===== config.mk =====
export PLATFORM = sky130hd
export DESIGN_NAME = mem_arbiter
export DESIGN_NICKNAME = d
export VERILOG_FILES = /design/src/rtl/mem_arbiter_pkg.sv /design/src/rtl/mem_arbiter_rr_arbiter2.sv /design/src/rtl/mem_arbiter.sv
export SDC_FILE = /design/constraint.sdc
export NUM_CORES = 1
export LEC_CHECK = 0
export ABC_CLOCK_PERIOD_IN_PS = 1800
export BUFFER_PORTS_ARGS = -buffer_cell sky130_fd_sc_hd__buf_2
export CAP_MARGIN = 20
export CORE_ASPECT_RATIO = 0.6
export CORE_MARGIN = 4
export CORE_UTILIZATION = 44
export DETAILED_ROUTE_END_ITERATION = 7
export GPL_ROUTABILITY_DRIVEN = 0
export PLACE_DENSITY_LB_ADDON = 0.3
export REMOVE_ABC_BUFFERS = 1
export SLEW_MARGIN = 20
export SYNTH_ARGS = -nofsm -noshare
export SYNTH_HDL_FRONTEND = slang
export SYNTH_HIERARCHICAL = 1
export SYNTH_SLANG_ARGS = --single-unit

===== constraint.sdc =====
create_clock -name clock -period 1.8 [get_ports clock]
set_input_delay 0.18 -clock clock [delete_from_list [all_inputs] [get_ports clock]]
set_output_delay 0.18 -clock clock [all_outputs]
set_load 0.05 [all_outputs]

===== src/rtl/mem_arbiter_pkg.sv =====
`default_nettype none
// ============================================================================
// Module  : mem_arbiter_pkg
// Purpose : Shared types and constants for the two-requester memory arbiter.
//           Holds the FSM state enum, requester count, default bus widths
//           and a small one-hot helper.
// Ports   : none (package)
// Revision: 1.0 - initial release
// ============================================================================
package mem_arbiter_pkg;

  localparam int NUM_REQ    = 2;
  localparam int DEF_ADDR_W = 8;
  localparam int DEF_DATA_W = 8;

  typedef enum logic [0:0] {
    IDLE   = 1'b0,
    ACCESS = 1'b1
  } state_t;

  // One-hot vector selecting requester 'idx'.
  function automatic logic [NUM_REQ-1:0] onehot(input logic idx);
    logic [NUM_REQ-1:0] v;
    v      = '0;
    v[idx] = 1'b1;
    return v;
  endfunction

endpackage
`default_nettype wire


===== src/rtl/mem_arbiter_rr_arbiter2.sv =====
`default_nettype none
// ============================================================================
// Module  : rr_arbiter2
// Purpose : Two-input round-robin choice with a registered priority pointer.
//           A lone valid requester always wins; on contention the pointer
//           decides. After each grant the pointer moves to the requester
//           that did not win, so neither side can be starved.
// Ports   : clock    - rising-edge clock
//           reset_n  - asynchronous active-low reset (pointer -> requester 0)
//           valid    - per-requester request bits
//           enable   - grants may be issued this cycle
//           grant    - combinational one-hot grant (0 when disabled)
//           winner   - index of the chosen requester (meaningful with grant)
// Revision: 1.0 - initial release
// ============================================================================
module rr_arbiter2
  import mem_arbiter_pkg::*;
(
  input  logic               clock,
  input  logic               reset_n,
  input  logic [NUM_REQ-1:0] valid,
  input  logic               enable,
  output logic [NUM_REQ-1:0] grant,
  output logic               winner
);

  logic ptr;

  always_comb begin
    winner = 1'b0;
    unique case (valid)
      2'b01:   winner = 1'b0;
      2'b10:   winner = 1'b1;
      2'b11:   winner = ptr;
      default: winner = 1'b0;
    endcase
    grant = (enable && (|valid)) ? onehot(winner) : '0;
  end

  always_ff @(posedge clock or negedge reset_n) begin
    if (!reset_n) begin
      ptr <= 1'b0;
    end else if (|grant) begin
      ptr <= ~winner;
    end
  end

endmodule
`default_nettype wire


===== src/rtl/mem_arbiter.sv =====
`default_nettype none
// ============================================================================
// Module  : mem_arbiter
// Purpose : Arbitrates two requesters onto a single-port RAM with a
//           combinational read path. IDLE grants (combinationally) and latches
//           the winner's access; ACCESS drives the RAM for one cycle; the
//           completion pulse follows in the next IDLE cycle, which may itself
//           carry a new grant. Peak rate: one access every two cycles.
// Ports   : clock, reset_n          - clock, asynchronous active-low reset
//           req_valid/wr/addr/wdata - per-requester request (req 0 in low bits)
//           req_grant               - one-hot grant pulse
//           rsp_valid, rsp_rdata    - one-hot completion pulse, read data
//           mem_address/data/wr/cs  - RAM interface (cs active-low)
//           mem_o                   - RAM combinational read data
//           grant_cnt0/1            - saturating grant counters (optional)
// Config  : define MEM_ARBITER_STATS_EN to add grant_cnt0/grant_cnt1.
// Revision: 1.0 - initial release
// ============================================================================
module mem_arbiter
  import mem_arbiter_pkg::*;
#(
  parameter int ADDR_W = DEF_ADDR_W,
  parameter int DATA_W = DEF_DATA_W
) (
  input  logic                      clock,
  input  logic                      reset_n,
  input  logic [NUM_REQ-1:0]        req_valid,
  input  logic [NUM_REQ-1:0]        req_wr,
  input  logic [NUM_REQ*ADDR_W-1:0] req_addr,
  input  logic [NUM_REQ*DATA_W-1:0] req_wdata,
  output logic [NUM_REQ-1:0]        req_grant,
  output logic [NUM_REQ-1:0]        rsp_valid,
  output logic [DATA_W-1:0]         rsp_rdata,
  output logic [ADDR_W-1:0]         mem_address,
  output logic [DATA_W-1:0]         mem_data,
  output logic                      mem_wr,
  output logic                      mem_cs,
  input  logic [DATA_W-1:0]         mem_o
`ifdef MEM_ARBITER_STATS_EN
  ,
  output logic [15:0]               grant_cnt0,
  output logic [15:0]               grant_cnt1
`endif
);

  state_t             state;
  logic               owner;
  logic               winner;
  logic               grant_en;
  logic               sel_wr;
  logic [ADDR_W-1:0]  sel_addr;
  logic [DATA_W-1:0]  sel_wdata;

  // Gating with reset_n keeps req_grant low for the whole reset window,
  // not just after the first edge.
  assign grant_en = (state == IDLE) && reset_n;

  rr_arbiter2 u_rr (
    .clock   (clock),
    .reset_n (reset_n),
    .valid   (req_valid),
    .enable  (grant_en),
    .grant   (req_grant),
    .winner  (winner)
  );

  assign sel_wr    = winner ? req_wr[1] : req_wr[0];
  assign sel_addr  = winner ? req_addr[2*ADDR_W-1:ADDR_W] : req_addr[ADDR_W-1:0];
  assign sel_wdata = winner ? req_wdata[2*DATA_W-1:DATA_W] : req_wdata[DATA_W-1:0];

  // The RAM-side outputs double as the latched request, so an asynchronous
  // reset during ACCESS releases mem_cs at once and drops the response.
  always_ff @(posedge clock or negedge reset_n) begin
    if (!reset_n) begin
      state       <= IDLE;
      owner       <= 1'b0;
      mem_cs      <= 1'b1;
      mem_wr      <= 1'b0;
      mem_address <= '0;
      mem_data    <= '0;
      rsp_valid   <= '0;
      rsp_rdata   <= '0;
    end else begin
      rsp_valid <= '0;
      unique case (state)
        IDLE: begin
          if (|req_grant) begin
            state       <= ACCESS;
            owner       <= winner;
            mem_cs      <= 1'b0;
            mem_wr      <= sel_wr;
            mem_address <= sel_addr;
            mem_data    <= sel_wdata;
          end
        end
        ACCESS: begin
          state       <= IDLE;
          mem_cs      <= 1'b1;
          mem_wr      <= 1'b0;
          mem_address <= '0;
          mem_data    <= '0;
          rsp_valid   <= onehot(owner);
          // Writes leave the previous read data in place.
          if (!mem_wr) begin
            rsp_rdata <= mem_o;
          end
        end
        default: begin
          state <= IDLE;
        end
      endcase
    end
  end

`ifdef MEM_ARBITER_STATS_EN
  logic [15:0] cnt0;
  logic [15:0] cnt1;

  always_ff @(posedge clock or negedge reset_n) begin
    if (!reset_n) begin
      cnt0 <= '0;
      cnt1 <= '0;
    end else begin
      if (req_grant[0] && (cnt0 != 16'hFFFF)) begin
        cnt0 <= cnt0 + 16'd1;
      end
      if (req_grant[1] && (cnt1 != 16'hFFFF)) begin
        cnt1 <= cnt1 + 16'd1;
      end
    end
  end

  assign grant_cnt0 = cnt0;
  assign grant_cnt1 = cnt1;
`endif

endmodule
`default_nettype wire


==> summary.md <==
| Metric | Value |
|---|---|
| Die area | `between 4000 and 5000 um2` |
| Synthesized instance count | `95` |
| Worst-case clock buffer depth | `2` |
| Synth Area in Compound Gates | `between 10% and 20%` |
| Critical path arrival | `roughly 1.6 ns` |
| Total core area | `2950 um2` |
| Comb power frac | `51.2%` |
| Critical-path maximum fanout | `4` |
| Initial antenna violation count | `0` |
| Largest net degree at the start of global routing | `32` |
| Total power | `3.49 mW` |
| Clock power frac | `16.9%` |
| Fmax | `576 MHz` |
| Outcome | `finished, final reports clean` |
| Drt total wl | `3.29 mm` |
| IO Count | `76` |
| Maximum Capacitance Violations | `0` |
| Final period util | `96.4%` |
| CTS tree | `built` |
| Switching Fraction | `46.6%` |
| Layout Cells excl Fill | `225` |
| Antenna diodes | `0` |
| Most frequent cell after synthesis | `dfrtp_1` |
| CTS Root Cell | `clkbuf_8` |
| EDFF count, synth | `0` |
| Pins Over Slew Limit | `0` |
| Drt pass-1 iters | `4` |
| Combinational family with the most area after synthesis | `multiplexers` |
| Initial Utilization | `47.3%` |
| Initial drt markers | `39` |
| Leakage | `between 1 and 1.5 nW` |
| Post-Synth Simple-Gate Area | `5.03%` |
| Area after DPL | `1840 um2` |
| Drt wl/cell | `14.6 um` |
| Worst Path Required | `1.62 ns` |
| DR vias | `1066` |
| Total grt overflow | `0` |
| Hold Fails Final Rpt | `0` |
| Yosys warns | `6` |
| Gr busiest metal | `met2` |
| Critical Path Source Type | `flop` |
| Post-Synth XOR/XNOR Area | `0%` |
| Ys flop type | `dfrtp_1` |
| CTS Buf Count | `5` |
| DRC viols | `0` |
| Fraction of registers with async set/reset | `100%` |
| Worst Max-Slew Pin Slew | `0.473 ns` |
| Hold Worst Slack | `0.131 ns` |
| Seq/Total Area, Yosys | `between 50 and 60%` |
| Netlist cell types | `21` |
| Hold Path Class | `in2reg` |
| Relative slew slack | `approximately 68%` |
| H-tree depth | `2` |
| Met1 Use GR | `between 20 and 25%` |
| Mux share of post-synthesis cell area | `21.7%` |
| Design area | `1950 um2` |
| Post-CTS Setup Repair Bufs | `0` |
| Reg clk slew, reported paths | `0.06 ns` |
| Fin nets | `228` |
| Area delta synth->final | `40.2%` |
| Die width | `80.6 um` |
| Adder-cell share of the synthesized area | `0%` |
| Chip height | `51.6 um` |
| CP Capture Type | `primary output` |
| Seq pwr share | `31.9%` |
| Met3 usage | `around 6.2%` |
| DRT antenna net count | `0` |
| Worst-Skew Late Latency | `0.28 ns` |
| Synth Register Bits | `31` |
| Clock sinks | `31` |
| P per Cell Area | `1790 nW/um2` |
| FP Rows | `15` |
| Post-synth top cells | `dfrtp_1, mux2i_1, o2bb2ai_1` |
| Placed cells | `around 220` |
| Global-route wire length before repair | `between 5 and 6 mm` |
| Clock Skew | `0.00293 ns` |
| Met2 Track Usage GR | `26.8%` |
| Netlist Area Pre-Place | `1390 um2` |
| Final min period | `1.74 ns` |
| Final Setup Violations | `0` |
| Peak supply drop | `1020 uV` |
| Layout cells sized above 1 | `56.3%` |
| Number of port buffers | `75` |
| Final HPWL DP | `2.62 mm` |
| RSZ-0062 raised after global routing | `false` |
| Switching power | `approximately 1.6 mW` |
| Vias in the first global route | `1156` |
| Top cells by area, synth | `dfrtp_1, mux2i_1, o2bb2ai_1` |
| Int Pwr | `1.87 mW` |
| WS Path Type | `reg2out` |
| Top-area cell type share of the netlist area | `53.9%` |
| Tot GR Track Use | `17.1%` |
| Vias/cell | `about 4.7` |
| Area leader, netlist | `dfrtp_1` |
| Avg Inst Size Synth | `14.7 um2` |
==> power groups by stage <==
stage               clock (mW)  sequential, mW  combinational (mW)
finish                   0.591            1.11                1.79
global route             0.639            1.15                1.88
CTS                      0.613            1.11                1.81
detailed placement           0            1.12                1.81
global placement             0            1.11                1.77
floorplan                    0            1.97               0.468
==> per-stage QoR <==
step / setup WS, ns / utilization [%] / setup TNS [ns]
3_3_place_gp: 0.383 / 62.4 / 0
4_1_cts: 0.0268 / 66.2 / 0
6_report: 0.0645 / 66.2 / 0
5_1_grt: 0.0168 / 66.2 / 0
2_1_floorplan: -0.694 / - / -10.20
3_5_place_dp: 0.305 / 62.4 / 0
==> cell usage in the layout, fill, tap and decap left out <==
cell type / n
buf_2: 74
dfrtp_1: 30
mux2i_1: 17
o2bb2ai_1: 17
buf_4: 9
mux2_4: 8
clkbuf_8: 7
and2b_1: 2
and2_1: 2
a21oi_1: 2
nor2b_1: 1
o21bai_4: 1
inv_1: 1
nor3_4: 1
nor2_1: 1
a21o_1: 1
mux2_2: 1
clkbuf_1: 1
dlygate4sd3_1: 1
dfstp_2: 1
clkbuf_4: 1
nand2b_1: 1
and3_1: 1
nand2_1: 1
a31oi_1: 1
==> path summary, 6_finish.rpt <==
check	start	endpoint	slack (ns)	depth (start not counted)
hold / removal	mem_o[3]	rsp_rdata[3]$_DFFE_PN0P_	0.13	2
hold reg to reg	owner$_DFFE_PN0P_	rsp_valid[0]$_DFF_PN0_	0.44	1
setup / recovery	state$_DFF_PN0_	req_grant[1]	0.06	3
setup reg to reg	u_rr/ptr$_DFFE_PN0P_	owner$_DFFE_PN0P_	0.30	4
min in group asynchronous	reset_n	u_rr/ptr$_DFFE_PN0P_	0.46	3
max in group asynchronous	reset_n	mem_cs$_DFFE_PN1P_	1.03	3
==> kinds of logic after synthesis <==
family	after synthesis
buffers and inverters	6
AND/OR/NAND/NOR	10
flip-flops	31
multiplexers	26
AO/OA/AOI/OAI	22
==> critical path: stages, from the launching register on <==
cell      delay [ns]
dfrtp_1         0.38
and2b_1         0.25
and3_1          0.35
clkbuf_4        0.30
==> repair_timing <==
item,4_1_cts,5_1_grt
endpoints found under the hold margin,30,0
gates resized for setup,0,1
setup endpoints to repair,0,1
hold buffers,1,0
==> state kept, by name, indices dropped and copies added, names as in the netlist <==
register and count:
mem_address 8, mem_data 8, rsp_rdata 8, rsp_valid 2, mem_cs 1, mem_wr 1
owner 1, state 1, u_rr/ptr 1
==> layout make-up <==
class	count	area [um2]
inverter	1	3.75
timing repair buffer	85	455
sequential	31	777
fill	247	995
multi-input combinational	58	563
tap	42	52.6
clock buffer	8	100
==> routing by layer <==
| metal | vias up | share of wire (%) |
|---|---|---|
| li1 | 530 | - |
| met1 | 491 | 45 |
| met2 | 43 | 46 |
| met3 | 2 | 8.5 |
| met4 | 0 | 0.61 |
| met5 | - | 0 |
(Power assumes the default switching activity.)
